==> src/rtl/calc_pkg.sv <==
// Shared encodings for the calculator sequencer: ALU op codes, button bit positions, FSM states.
package calc_pkg;

    localparam logic [2:0] OP_NONE = 3'd0;
    localparam logic [2:0] OP_ADD  = 3'd1;
    localparam logic [2:0] OP_SUB  = 3'd2;
    localparam logic [2:0] OP_MUL  = 3'd3;
    localparam logic [2:0] OP_DIV  = 3'd4;

    localparam int BTN_CLR = 4;
    localparam int BTN_ADD = 3;
    localparam int BTN_SUB = 2;
    localparam int BTN_MUL = 1;
    localparam int BTN_DIV = 0;

    typedef enum logic [1:0] {
        IDLE  = 2'd0,
        ISSUE = 2'd1,
        WAIT  = 2'd2
    } state_t;

endpackage

==> src/rtl/calc_sequencer_btn_edge_arbiter.sv <==
// Rising-edge detect on debounced buttons with fixed priority clear > add > sub > mult > div.
module btn_edge_arbiter
    import calc_pkg::*;
(
    input  logic       clk,
    input  logic       rst_n,
    input  logic [4:0] btn,
    output logic       cmd_valid,
    output logic       cmd_clear,
    output logic [2:0] cmd_op
);

    logic [4:0] prev;
    logic [4:0] rise;

    // All-ones reset: a button held through reset release must not look like a press.
    always_ff @(posedge clk or negedge rst_n) begin
        if (!rst_n) prev <= '1;
        else        prev <= btn;
    end

    assign rise      = btn & ~prev;
    assign cmd_valid = |rise;
    assign cmd_clear = rise[BTN_CLR];

    always_comb begin
        cmd_op = OP_NONE;
        if      (rise[BTN_ADD]) cmd_op = OP_ADD;
        else if (rise[BTN_SUB]) cmd_op = OP_SUB;
        else if (rise[BTN_MUL]) cmd_op = OP_MUL;
        else if (rise[BTN_DIV]) cmd_op = OP_DIV;
    end

endmodule

==> src/rtl/calc_sequencer.sv <==
// Calculator command sequencer: one req/ack ALU transaction per button press, with watchdog and sticky errors.
//   state | meaning
//   IDLE  | waiting for a command; result and flags held
//   ISSUE | alu_req high, waiting for alu_ready
//   WAIT  | request accepted, waiting for alu_done
module calc_sequencer
    import calc_pkg::*;
#(
    parameter int WIDTH          = 8,
    parameter int TIMEOUT_CYCLES = 255
) (
    input  logic               clk_100MHz,
    input  logic               reset,
    input  logic [4:0]         cmd_btn,
    input  logic [WIDTH-1:0]   sw_a,
    input  logic [WIDTH-1:0]   sw_b,
    output logic               alu_req,
    output logic [2:0]         alu_op,
    output logic [WIDTH-1:0]   alu_a,
    output logic [WIDTH-1:0]   alu_b,
    input  logic               alu_ready,
    input  logic               alu_done,
    input  logic [2*WIDTH-1:0] alu_result,
    output logic               alu_abort,
    output logic [2*WIDTH-1:0] result,
    output logic               result_valid,
    output logic               busy,
    output logic               err_div0,
    output logic               err_timeout
);

    localparam int CW = $clog2(TIMEOUT_CYCLES + 1);
    localparam logic [CW-1:0] TO_LAST = CW'(TIMEOUT_CYCLES - 1);

    state_t        state;
    logic [CW-1:0] count;
    logic          cmd_valid;
    logic          cmd_clear;
    logic [2:0]    cmd_op;

    btn_edge_arbiter u_arb (
        .clk       (clk_100MHz),
        .rst_n     (reset),
        .btn       (cmd_btn),
        .cmd_valid (cmd_valid),
        .cmd_clear (cmd_clear),
        .cmd_op    (cmd_op)
    );

    always_ff @(posedge clk_100MHz or negedge reset) begin
        if (!reset) begin
            state        <= IDLE;
            count        <= '0;
            alu_req      <= 1'b0;
            alu_op       <= OP_NONE;
            alu_a        <= '0;
            alu_b        <= '0;
            alu_abort    <= 1'b0;
            result       <= '0;
            result_valid <= 1'b0;
            busy         <= 1'b0;
            err_div0     <= 1'b0;
            err_timeout  <= 1'b0;
        end else begin
            alu_abort    <= 1'b0;
            result_valid <= 1'b0;
            if (cmd_clear) begin
                alu_abort   <= (state != IDLE);
                state       <= IDLE;
                busy        <= 1'b0;
                alu_req     <= 1'b0;
                count       <= '0;
                result      <= '0;
                err_div0    <= 1'b0;
                err_timeout <= 1'b0;
            end else begin
                case (state)
                    IDLE: begin
                        if (cmd_valid) begin
                            alu_a       <= sw_a;
                            alu_b       <= sw_b;
                            alu_op      <= cmd_op;
                            err_timeout <= 1'b0;
                            if (cmd_op == OP_DIV && sw_b == '0) begin
                                err_div0 <= 1'b1;
                                result   <= '0;
                            end else begin
                                err_div0 <= 1'b0;
                                state    <= ISSUE;
                                busy     <= 1'b1;
                                alu_req  <= 1'b1;
                                count    <= '0;
                            end
                        end
                    end
                    ISSUE: begin
                        if (alu_ready) begin
                            alu_req <= 1'b0;
                            count   <= '0;
                            if (alu_done) begin
                                result       <= alu_result;
                                result_valid <= 1'b1;
                                state        <= IDLE;
                                busy         <= 1'b0;
                            end else begin
                                state <= WAIT;
                            end
                        end else if (count == TO_LAST) begin
                            alu_req     <= 1'b0;
                            err_timeout <= 1'b1;
                            alu_abort   <= 1'b1;
                            state       <= IDLE;
                            busy        <= 1'b0;
                        end else begin
                            count <= count + 1'b1;
                        end
                    end
                    WAIT: begin
                        // done takes precedence over a coincident watchdog expiry
                        if (alu_done) begin
                            result       <= alu_result;
                            result_valid <= 1'b1;
                            state        <= IDLE;
                            busy         <= 1'b0;
                        end else if (count == TO_LAST) begin
                            err_timeout <= 1'b1;
                            alu_abort   <= 1'b1;
                            state       <= IDLE;
                            busy        <= 1'b0;
                        end else begin
                            count <= count + 1'b1;
                        end
                    end
                    default: begin
                        state <= IDLE;
                        busy  <= 1'b0;
                    end
                endcase
            end
        end
    end

endmodule

==> config.mk <==
export PLATFORM = sky130hd
export DESIGN_NAME = calc_sequencer
export DESIGN_NICKNAME = d
export VERILOG_FILES = /design/src/rtl/calc_pkg.sv /design/src/rtl/calc_sequencer_btn_edge_arbiter.sv /design/src/rtl/calc_sequencer.sv
export SDC_FILE = /design/constraint.sdc
export NUM_CORES = 1
export LEC_CHECK = 0
export BUFFER_PORTS_ARGS = -buffer_cell sky130_fd_sc_hd__buf_2
export CAP_MARGIN = 5
export CELL_PAD_IN_SITES_DETAIL_PLACEMENT = 1
export CELL_PAD_IN_SITES_GLOBAL_PLACEMENT = 1
export CORE_UTILIZATION = 43
export CTS_CLUSTER_DIAMETER = 80
export DETAILED_ROUTE_END_ITERATION = 12
export GPL_TIMING_DRIVEN = 0
export PLACE_DENSITY_LB_ADDON = 0.12
export SYNTH_ARGS = -nofsm -noshare
export SYNTH_HDL_FRONTEND = slang
export SYNTH_HIERARCHICAL = 1
export SYNTH_SLANG_ARGS = --single-unit
==> constraint.sdc <==
create_clock -name clk_100MHz -period 3.3 [get_ports clk_100MHz]
set_input_delay 0.33 -clock clk_100MHz [delete_from_list [all_inputs] [get_ports clk_100MHz]]
set_output_delay 0.33 -clock clk_100MHz [all_outputs]
set_load 0.01 [all_outputs]
==> flow_summary.json, run 1 <==
{
  "status": "finished clean",
  "multi_input_area_mm2": 0.00126,
  "syn-cell-area_mm2": 0.00282,
  "numCtsBuffers": 5,
  "r2r_slack_ns": 0.73,
  "finalCritPeriodShare": 0.780,
  "clock_sinks": 56,
  "diodes": 0,
  "grt_max_degree": 57,
  "die_w_um": 83.0,
  "arrival_ns": 2.77,
  "final_area_mm2": 0.00342,
  "finalHoldViolCount": 0,
  "fillCellCount": 727,
  "finClkSkew_ns": 0.0112,
  "grt_pass1_vias": 2506,
  "start_kind": "register",
  "ys_seq_area_frac": 0.499,
  "drive_above_1_share": 0.381,
  "stdcell_count": 421,
  "tightest_slew_ns": 0.720,
  "antenna_left": 0,
  "cts_setup_buffers": 0,
  "wl_per_cell_um": 16.8,
  "synth.avg_cell_area_um2": 11.1,
  "num_rows": 29,
  "fin_nets": 390,
  "cts_tree": "yes",
  "dp.cells": 413,
  "ios": 82,
  "finish.utilization": 0.538,
  "p_leak_nw": 1.54,
  "critPathRequiredTime_ns": 3.50,
  "drt_pass1_iterations": 4,
  "cts_max_path_buffers": 2,
  "grt_antenna_before_repair": 0,
  "die_area_mm2": 0.00689,
  "slew_viol_final": 0,
  "initial_core_util": 0.445,
  "crit_path_max_incr_delay_ns": 0.50,
  "dpl_cell_area_mm2": 0.00332,
  "worstReg2RegEnd": "result[6]$_DFFE_PN0P_",
  "period_minus_slack_ns": 2.57,
  "cp-end-kind": "register",
  "synth_edf_count": 0,
  "crit_fanout": 10,
  "vias": 2400,
  "fin_ws_ns": 0.727,
  "drtIter0Drc": 82,
  "slew_headroom": 0.520,
  "fin_tns_setup_ns": 0,
  "seq_area_mm2": 0.00141,
  "gp_congestion": 0.779,
  "htreeDepth": 2,
  "hold_class": "primary input to async pin",
  "r2r-start": "u_arb/prev[4]$_DFF_PN1_",
  "synth_cells": 255,
  "r2r_cells": 7,
  "max-cap-violations": 0,
  "die_h_um": 83.0,
  "core_mm2": 0.00635,
  "yosysUniqueCellTypes": 50,
  "syn_nets": 302,
  "wl_mm": 7.07,
  "port_buffers": 81,
  "rsz0062_at_grt": "no",
  "max_freq_mhz": 389,
  "crit_chain": "nor2b_1 > nand4bb_1 > nand2b_1 > o2111ai_1 > dlygate4sd1_1 > o21ai_0 > a21oi_1",
  "path_delay_family": "simple AND/OR/NAND/NOR gates",
  "async_reset_ff_frac": 1.00,
  "path_class": "register to register",
  "ctsHoldBuffers": 0,
  "syn2layout_area_growth_pct": 21.0,
  "power_density_mw_per_mm2": 774,
  "crit_slowest_cell": "nor2b_1",
  "vias_per_cell": 5.70,
  "grt_overflow_total": 0,
  "grt_usage": 0.218,
  "insertion_delay_ns": 0.31,
  "ctsResizeCount": 0,
  "critical_path_buf_inv_count": 1,
  "drcViolationCount": 0,
  "grt_pass1_wl_mm": 12.2,
  "synth_flop_cell": "dfrtp_1",
  "ir_drop_mv": 0.398,
  "ys_seq_elements": 56,
  "yosys_warnings": 6,
  "setup_violations": 0,
  "clk_pin_slew_ns": 0.10,
  "dp_hpwl_mm": 5.16,
  "pre_cts_ws_ns": 0.602,
  "root_buffer": "clkbuf_8"
}
## logic make-up (layout without fill, tap and decap cells)
| logic type | Yosys count | in the layout | share of synthesized area |
|---|---|---|---|
| multiplexers | 21 | 21 | 0.0829 |
| AND/OR/NAND/NOR | 75 | 75 | 0.164 |
| flip-flops | 56 | 56 | 0.499 |
| buffers and inverters | 26 | 115 | 0.0554 |
| adder cells (fa/ha/maj) | 6 | 6 | 0.0266 |
| AO/OA/AOI/OAI | 71 | 71 | 0.173 |
## worst max path at each step
stage | from | endpoint | slack, ns | cells after the start
3_3_place_gp | cmd_btn[4] | result[4]$_DFFE_PN0P_ | 0.67 | 8
2_1_floorplan | u_arb/prev[1]$_DFF_PN1_ | result[10]$_DFFE_PN0P_ | 1.05 | 7
3_5_place_dp | cmd_btn[4] | result[6]$_DFFE_PN0P_ | 0.60 | 8
4_1_cts | u_arb/prev[4]$_DFF_PN1_ | result[6]$_DFFE_PN0P_ | 0.68 | 7
6_report | u_arb/prev[4]$_DFF_PN1_ | result[6]$_DFFE_PN0P_ | 0.73 | 7
5_1_grt | u_arb/prev[4]$_DFF_PN1_ | result[6]$_DFFE_PN0P_ | 0.50 | 7
## synth_stat cells, types with 2 or more instances
library cell,instances,area share
a21oi_1,20,0.035
a31oi_1,5,0.011
a32o_1,2,0.0071
and2_1,4,0.0089
and4_1,2,0.0062
buf_6,5,0.020
clkbuf_1,3,0.0040
dfrtp_1,51,0.45
dfstp_2,5,0.047
ha_1,6,0.027
inv_1,13,0.017
mux2_2,19,0.076
mux2i_1,2,0.0071
nand2_1,9,0.012
nand2b_1,8,0.018
nand3_1,7,0.012
nand4_1,18,0.040
nor2_1,10,0.013
nor2b_1,2,0.0044
nor2b_4,2,0.0098
nor3_1,2,0.0035
nor4_1,3,0.0066
o21a_1,2,0.0053
o21ai_0,24,0.043
o2bb2ai_1,2,0.0062
o311ai_0,4,0.012
o31ai_4,2,0.015
## sequential cells by signal (all words and copies together), names as in the netlist
name and cells:
alu_op 3, alu_b 8, u_arb/prev 5, err_timeout 1
state 2, alu_abort 1, alu_req 1, alu_a 8
count 8, result_valid 1, err_div0 1, result 16
busy 1
## worst register-to-register path, cell delays in order, from the launching register on
cell and delay (ns):
dfstp_2 0.37, nor2b_1 0.50, nand4bb_1 0.38, nand2b_1 0.18, o2111ai_1 0.27, dlygate4sd1_1 0.43, o21ai_0 0.24, a21oi_1 0.09
## where the power goes
| group | switching, mW | total, mW | internal (mW) |
|---|---|---|---|
| clock | 0.235 | 0.387 | 0.152 |
| combinational | 0.707 | 1.23 | 0.526 |
| sequential | 0.116 | 1.02 | 0.909 |
| total | 1.06 | 2.65 | 1.59 |
## routing by layer
metal / vias up / part of all wire / track usage
met5: - / 0 / 0
met4: 0 / 0.011 / 0.0596
met3: 9 / 0.043 / 0.0398
met2: 58 / 0.51 / 0.375
met1: 1206 / 0.44 / 0.282
li1: 1127 / - / -
## final cells by class
| cell class | count | share of cell area |
|---|---|---|
| plain buffers | 13 | 0.0315 |
| flip-flops and latches | 56 | 0.412 |
| clock buffers | 6 | 0.0212 |
| repair buffers | 81 | 0.119 |
| inverters | 13 | 0.0143 |
| well taps | 77 | 0.0282 |
| clock inverters | 2 | 0.00476 |
| multi-input cells | 173 | 0.368 |
## stage by stage
| step | hold WS [ns] | power (mW) |
|---|---|---|
| 2_1_floorplan | 0.0344 | 1.83 |
| 3_3_place_gp | 0.445 | 2.24 |
| 3_5_place_dp | 0.447 | 2.28 |
| 4_1_cts | 0.105 | 2.68 |
| 5_1_grt | 0.105 | 2.83 |
| 6_report | 0.0635 | 2.65 |
## layout by cell type, fill, tap and decap left out, types with 4 or more instances in the layout
cell type	n
a21oi_1	20
a31oi_1	5
and2_1	4
buf_2	81
buf_6	5
clkbuf_1	4
clkbuf_8	6
dfrtp_1	51
dfstp_2	5
ha_1	6
inv_1	13
mux2_2	19
nand2_1	9
nand2b_1	8
nand3_1	7
nand4_1	18
nor2_1	10
o21ai_0	24
o311ai_0	4
Note: power is estimated with default switching activity, not from simulation.
==> run 2, diff against run 1 <==
- ABC_AREA: default -> 1
- CORE_UTILIZATION: 43 -> 35
- clock period: 3.3 -> 2.2 ns (I/O delays scaled with it)
==> run 2 against run 1 <==
Effect of this change: routed wire length decreased by 5.2%; clock power grew 47%; critical path depth is 7 higher; critical path type is now primary input to register.
==> flow_summary.json, run 2 <==
{
  "status": "finished clean",
  "diodes": 0,
  "finalHoldViolCount": 0,
  "grt_antenna_before_repair": 0,
  "ios": 82,
  "numCtsBuffers": 5,
  "tightest_slew_ns": 0.590,
  "rsz0062_at_grt": "no",
  "synth.avg_cell_area_um2": 9.32,
  "fin_total_pwr_mw": 4.18,
  "most-common-layout-cells": "83 x nand2_1, 82 x buf_2, 51 x dfrtp_1",
  "final_area_mm2": 0.00360,
  "dp_hpwl_mm": 5.25,
  "fillCellCount": 995,
  "yosysUniqueCellTypes": 31,
  "period_minus_slack_ns": 1.87,
  "yosys_warnings": 6,
  "finalCritPeriodShare": 0.850,
  "wl_mm": 6.70,
  "ctsResizeCount": 0,
  "die_w_um": 93.6,
  "die_h_um": 93.6,
  "seq_area_mm2": 0.00141,
  "arrival_ns": 2.11,
  "slew_headroom": 0.607,
  "setup_violations": 0,
  "ys_seq_elements": 56,
  "critical_path_buf_inv_count": 4,
  "largest_register": "result",
  "root_buffer": "clkbuf_8",
  "pre_cts_ws_ns": 0.325,
  "path_delay_family": "simple AND/OR/NAND/NOR gates",
  "syn_nets": 362,
  "grt_max_degree": 34,
  "finish.utilization": 0.441,
  "clock_sinks": 56,
  "cts_tree": "yes",
  "max-cap-violations": 0,
  "insertion_delay_ns": 0.31,
  "dpl_cell_area_mm2": 0.00349,
  "synth.most_common_cell": "nand2_1",
  "synth_flop_cell": "dfrtp_1",
  "critPathRequiredTime_ns": 2.44,
  "power_density_mw_per_mm2": 1160,
  "fin_tns_setup_ns": 0,
  "drt_pass1_iterations": 4,
  "cp-end-kind": "register",
  "synth_cells": 315,
  "drive_above_1_share": 0.425,
  "grt_pass1_vias": 2474,
  "hold_class": "primary input to register",
  "vias_per_cell": 4.64,
  "slew_viol_final": 0,
  "cts_max_path_buffers": 2,
  "grt_pass1_wl_mm": 11.5,
  "max_freq_mhz": 535,
  "initial_core_util": 0.359,
  "port_buffers": 81,
  "num_rows": 33,
  "synth_top_area_share": 0.435,
  "grt_overflow_total": 0,
  "synth_top_cells_by_count": "83 x nand2_1, 51 x dfrtp_1, 26 x inv_1",
  "crit_path_max_incr_delay_ns": 0.53,
  "crit_slowest_cell": "dlygate4sd3_1",
  "multi_input_area_mm2": 0.00132,
  "finClkSkew_ns": 0.00676,
  "fin_nets": 454,
  "synth_edf_count": 0,
  "largest_reg_flops": 16,
  "drtIter0Drc": 29,
  "path_class": "primary input to register",
  "antenna_left": 0,
  "gp_congestion": 0.762,
  "ir_drop_mv": 0.497,
  "ys_seq_area_frac": 0.479,
  "die_area_mm2": 0.00876,
  "wl_per_cell_um": 13.1,
  "vias": 2378,
  "synth_top_area_cell": "dfrtp_1",
  "syn2layout_area_growth_pct": 22.8,
  "synth.area.top_cells": "dfrtp_1 43%, nand2_1 11%, mux2_4 5.6%",
  "start_kind": "primary input",
  "clk_pin_slew_ns": 0.10,
  "p_leak_nw": 1.88,
  "htreeDepth": 2,
  "fin_ws_ns": 0.331,
  "crit_chain": "dlygate4sd3_1 > buf_2 > nand2_2 > nand3_1 > nor2_1 > inv_1 > nor2_1 > nand2_1 > nor2_1 > nand3_2 > nand2_2 > buf_6 > nand2_1 > o21ai_2",
  "grt_usage": 0.167,
  "async_reset_ff_frac": 1.00,
  "drcViolationCount": 0,
  "crit_fanout": 10,
  "layout_commonest_cell": "nand2_1",
  "core_mm2": 0.00818,
  "syn-cell-area_mm2": 0.00294,
  "cpMostUsedCell": "nor2_1"
}
==> run 2: changes by cell type in the layout (fill, tap and decap cells not counted), sizes merged, moves of 11 or more <==
cell,previous run,this run
a21oi,20,2
inv,13,31
nand2,9,107
nand3,7,20
nand4,18,0
nor2,10,24
o21ai,24,35
==> run 2: per-layer routing <==
metal / GRT usage / part of all wire
met2: 0.294 / 0.50
met1: 0.205 / 0.44
met3: 0.0341 / 0.044
met4: 0.0500 / 0.013
met5: 0 / 0
==> run 2: through the flow <==
| step | std cells | hold WS (ns) |
|---|---|---|
| detailed placement | 502 | 0.264 |
| floorplan | 315 | -0.0756 |
| CTS | 511 | 0.00215 |
| global placement | 501 | 0.341 |
| global route | 512 | 0.00188 |
| finish | 512 | 0.0153 |
==> run 2: worst paths after layout <==
path | slack, ns | start | cells after the start | endpoint
hold / removal | 0.02 | cmd_btn[3] | 1 | u_arb/prev[3]$_DFF_PN1_
setup reg to reg | 0.35 | u_arb/prev[2]$_DFF_PN1_ | 13 | count[4]$_DFFE_PN0P_
setup / recovery | 0.33 | cmd_btn[2] | 14 | count[4]$_DFFE_PN0P_
min in group asynchronous | 0.43 | reset | 2 | result[6]$_DFFE_PN0P_
max in group asynchronous | 1.12 | reset | 3 | u_arb/prev[4]$_DFF_PN1_
hold reg to reg | 0.48 | err_timeout$_DFFE_PN0P_ | 2 | err_timeout$_DFFE_PN0P_
==> run 2: worst reg2reg max path: stages, from the launching register on <==
cell and delay, ns:
dfstp_2 0.53, inv_1 0.04, nand2_2 0.07, nand3_1 0.08, nor2_1 0.13, inv_1 0.07
nor2_1 0.09, nand2_1 0.07, nor2_1 0.11, nand3_2 0.15, nand2_2 0.16, buf_6 0.16
nand2_1 0.07, o21ai_2 0.06
==> run 2: kinds of logic after synthesis <==
group / after synthesis / synth area share
flops: 56 / 0.479
compound gates: 40 / 0.0950
buf+inv: 39 / 0.0724
xor+xnor: 1 / 0.00298
simple gates: 158 / 0.253
fa+ha+maj: 6 / 0.0256
mux: 15 / 0.0716
==> run 2: cell type report <==
type / count / share of cell area
plain buffers: 9 / 0.0264
clock buffers: 6 / 0.0201
clock inverters: 1 / 0.00243
inverters: 30 / 0.0326
multi-input cells: 220 / 0.365
flip-flops and latches: 56 / 0.390
well taps: 105 / 0.0364
repair buffers: 85 / 0.126
==> run 2: repair_timing <==
| action | CTS | global route |
|---|---|---|
| hold endpoints to repair | 24 | 1 |
| buffers inserted | 0 | 0 |
| hold buffers | 2 | 1 |
==> run 2: power breakdown <==
part,total (mW),internal (mW),switching [mW]
registers,1.59,1.38,0.212
clock network,0.567,0.224,0.342
logic,2.03,0.888,1.14
==> run 3, diff against run 2 <==
- clock period: 2.2 -> 1.7 ns (I/O delays scaled with it)
==> run 3 against run 2 <==
Effect of this change: the run now ends with setup timing left; total power increased by 57%; clock power increased by 31%; combinational power increased by 85%; core utilization increased by 7.3 points; die area unchanged; cell count increased by 7.0%; non-clock buffer count increased by 36.
==> flow_summary.json, run 3 (synthesis gave the netlist of run 2 again) <==
{
  "syn2layout_area_growth_pct": 43.2,
  "p_seq_frac": 0.314,
  "grt_antenna_before_repair": 0,
  "ir_drop_mv": 0.676,
  "htreeDepth": 2,
  "critPathRequiredTime_ns": 1.95,
  "max-cap-violations": 0,
  "wl_met1_mm": 3.32,
  "die_h_um": 93.6,
  "rsz0062_at_grt": "yes",
  "top_layer": "met4",
  "fin_ws_ns": -0.156,
  "r2r_slack_ns": -0.16,
  "grt_pass1_wl_mm": 12.4,
  "stdcell_count": 548,
  "drtIter0Drc": 31,
  "crit_chain": "inv_2 > nand2_4 > nand3_4 > nor2_4 > inv_2 > nor2_2 > nand2_1 > nor2_1 > nand3_2 > nand2_4 > buf_8 > nand2_2 > o21ai_1",
  "drt_pass1_iterations": 4,
  "die_w_um": 93.6,
  "drcViolationCount": 0,
  "fin_nets": 490,
  "wl_met2_mm": 4.21,
  "cts_tree": "yes",
  "crit_fanout": 5,
  "most-common-layout-cells": "81 x buf_2, 68 x nand2_1, 51 x dfrtp_1",
  "p_sw_mw": 2.56,
  "num_rows": 33,
  "finalHoldViolCount": 0,
  "violations": "setup timing",
  "dp.cells": 502,
  "power_density_mw_per_mm2": 1560,
  "core_mm2": 0.00818,
  "p_leak_nw": 2.17,
  "clock_sinks": 56,
  "max_freq_mhz": 539,
  "r2r-start": "u_arb/prev[1]$_DFF_PN1_",
  "ios": 82,
  "port_buffers": 81,
  "grt_usage": 0.181,
  "initial_core_util": 0.359,
  "clk_pin_slew_ns": 0.10,
  "crit_path_max_incr_delay_ns": 0.54,
  "status": "complete, but fails checks",
  "grt_max_degree": 34,
  "cp-end-kind": "register",
  "clkPwrFrac": 0.113,
  "die_area_mm2": 0.00876,
  "drive_above_1_share": 0.535,
  "path_class": "register to register",
  "setup_violations": 39,
  "diodes": 0,
  "antenna_left": 0,
  "grt_pass1_vias": 2648,
  "vias_per_cell": 4.68,
  "r2r_cells": 13,
  "crit_path_end": "count[6]$_DFFE_PN0P_",
  "period_minus_slack_ns": 1.86,
  "p_sw_frac": 0.389,
  "p_int_mw": 4.01,
  "dpl_cell_area_mm2": 0.00349,
  "arrival_ns": 2.10,
  "grt_overflow_total": 0,
  "slew_headroom": 0.599,
  "dp_hpwl_mm": 5.25,
  "wl_mm": 7.92,
  "start_kind": "register",
  "layout_commonest_cell": "buf_2",
  "cts_max_path_buffers": 2,
  "met3_length_um": 303,
  "finish.utilization": 0.514,
  "crit_slowest_cell": "dfstp_2",
  "fin_total_pwr_mw": 6.57,
  "slew_viol_final": 0,
  "final_area_mm2": 0.00421,
  "root_buffer": "clkbuf_8",
  "numCtsBuffers": 5,
  "pre_cts_ws_ns": -0.175,
  "tightest_slew_ns": 0.602,
  "p_comb_frac": 0.573,
  "hold_class": "primary input to register",
  "wl_per_cell_um": 14.4,
  "worstReg2RegEnd": "count[6]$_DFFE_PN0P_",
  "finClkSkew_ns": 0.00378,
  "largest_register": "result",
  "gp_congestion": 0.762,
  "insertion_delay_ns": 0.31,
  "setup.worst_path.start": "u_arb/prev[1]$_DFF_PN1_",
  "finalCritPeriodShare": 1.09,
  "largest_reg_flops": 16,
  "vias": 2567
}
[run 3: cell types whose count changed in the layout (fill, tap and decap cells not counted), sizes merged]
cell / delta
dlygate4sd3: +3
buf: +30
clkbuf: +3
[run 3: how the worst min path moves through the flow]
stage                     from                 endpoint  slack [ns]  cells after the start
floorplan                reset     alu_a[0]$_DFFE_PN0P_       -0.13                      0
global placement    cmd_btn[0]  u_arb/prev[0]$_DFF_PN1_        0.29                      1
detailed placement       reset    result[6]$_DFFE_PN0P_        0.21                      1
CTS                    sw_a[1]     alu_a[1]$_DFFE_PN0P_        0.07                      2
global route           sw_a[1]     alu_a[1]$_DFFE_PN0P_        0.07                      2
finish                 sw_a[1]     alu_a[1]$_DFFE_PN0P_        0.08                      2
[run 3: stage by stage]
step / TNS (ns) / hold WS, ns
5_1_grt: -7.39 / 0.0732
6_report: -3.25 / 0.0778
3_3_place_gp: -2.47 / 0.291
4_1_cts: -1.55 / 0.0702
3_5_place_dp: -3.56 / 0.214
2_1_floorplan: 0 / -0.126
[run 3: final cells by class]
class                           instances  area, um2
Sequential cell                        56       1410
Buffer                                  9        148
Clock buffer                            6       72.6
Inverter                               30        118
Timing Repair Buffer                  121        853
Tap cell                              105        131
Multi-Input combinational cell        220       1470
Clock inverter                          1       8.76
Fill cell                             950       3970
[run 3: routing by layer]
metal	global-route usage	vias up
met1	0.215	1255
met3	0.0325	6
met5	0	-
met4	0.0526	0
li1	-	1256
met2	0.332	50
[run 3: power by group through the flow]
stage / Clock [mW] / Combinational (mW) / Sequential, mW
5_1_grt: 0.805 / 4.07 / 2.12
6_report: 0.740 / 3.76 / 2.07
3_5_place_dp: 0 / 2.68 / 2.08
4_1_cts: 0.772 / 3.45 / 2.06
3_3_place_gp: 0 / 2.61 / 2.07
2_1_floorplan: 0 / 1.62 / 2.27
[run 3: repair_timing]
item | in CTS | in global routing
gates resized for setup | 41 | 27
setup buffers | 21 | 9
hold buffers | 6 | 0
gates cloned | 3 | 2
endpoints found under the setup margin | 39 | 40
pin swaps | 5 | 10
hold endpoints to repair | 28 | 0
[run 3: worst max-delay path, delay by kind of cell (launching register included)]
kind / cells / cell delay (ns)
AND/OR/NAND/NOR: 9 / 0.94
flip-flops: 1 / 0.54
buffers and inverters: 3 / 0.24
AO/OA/AOI/OAI: 1 / 0.06
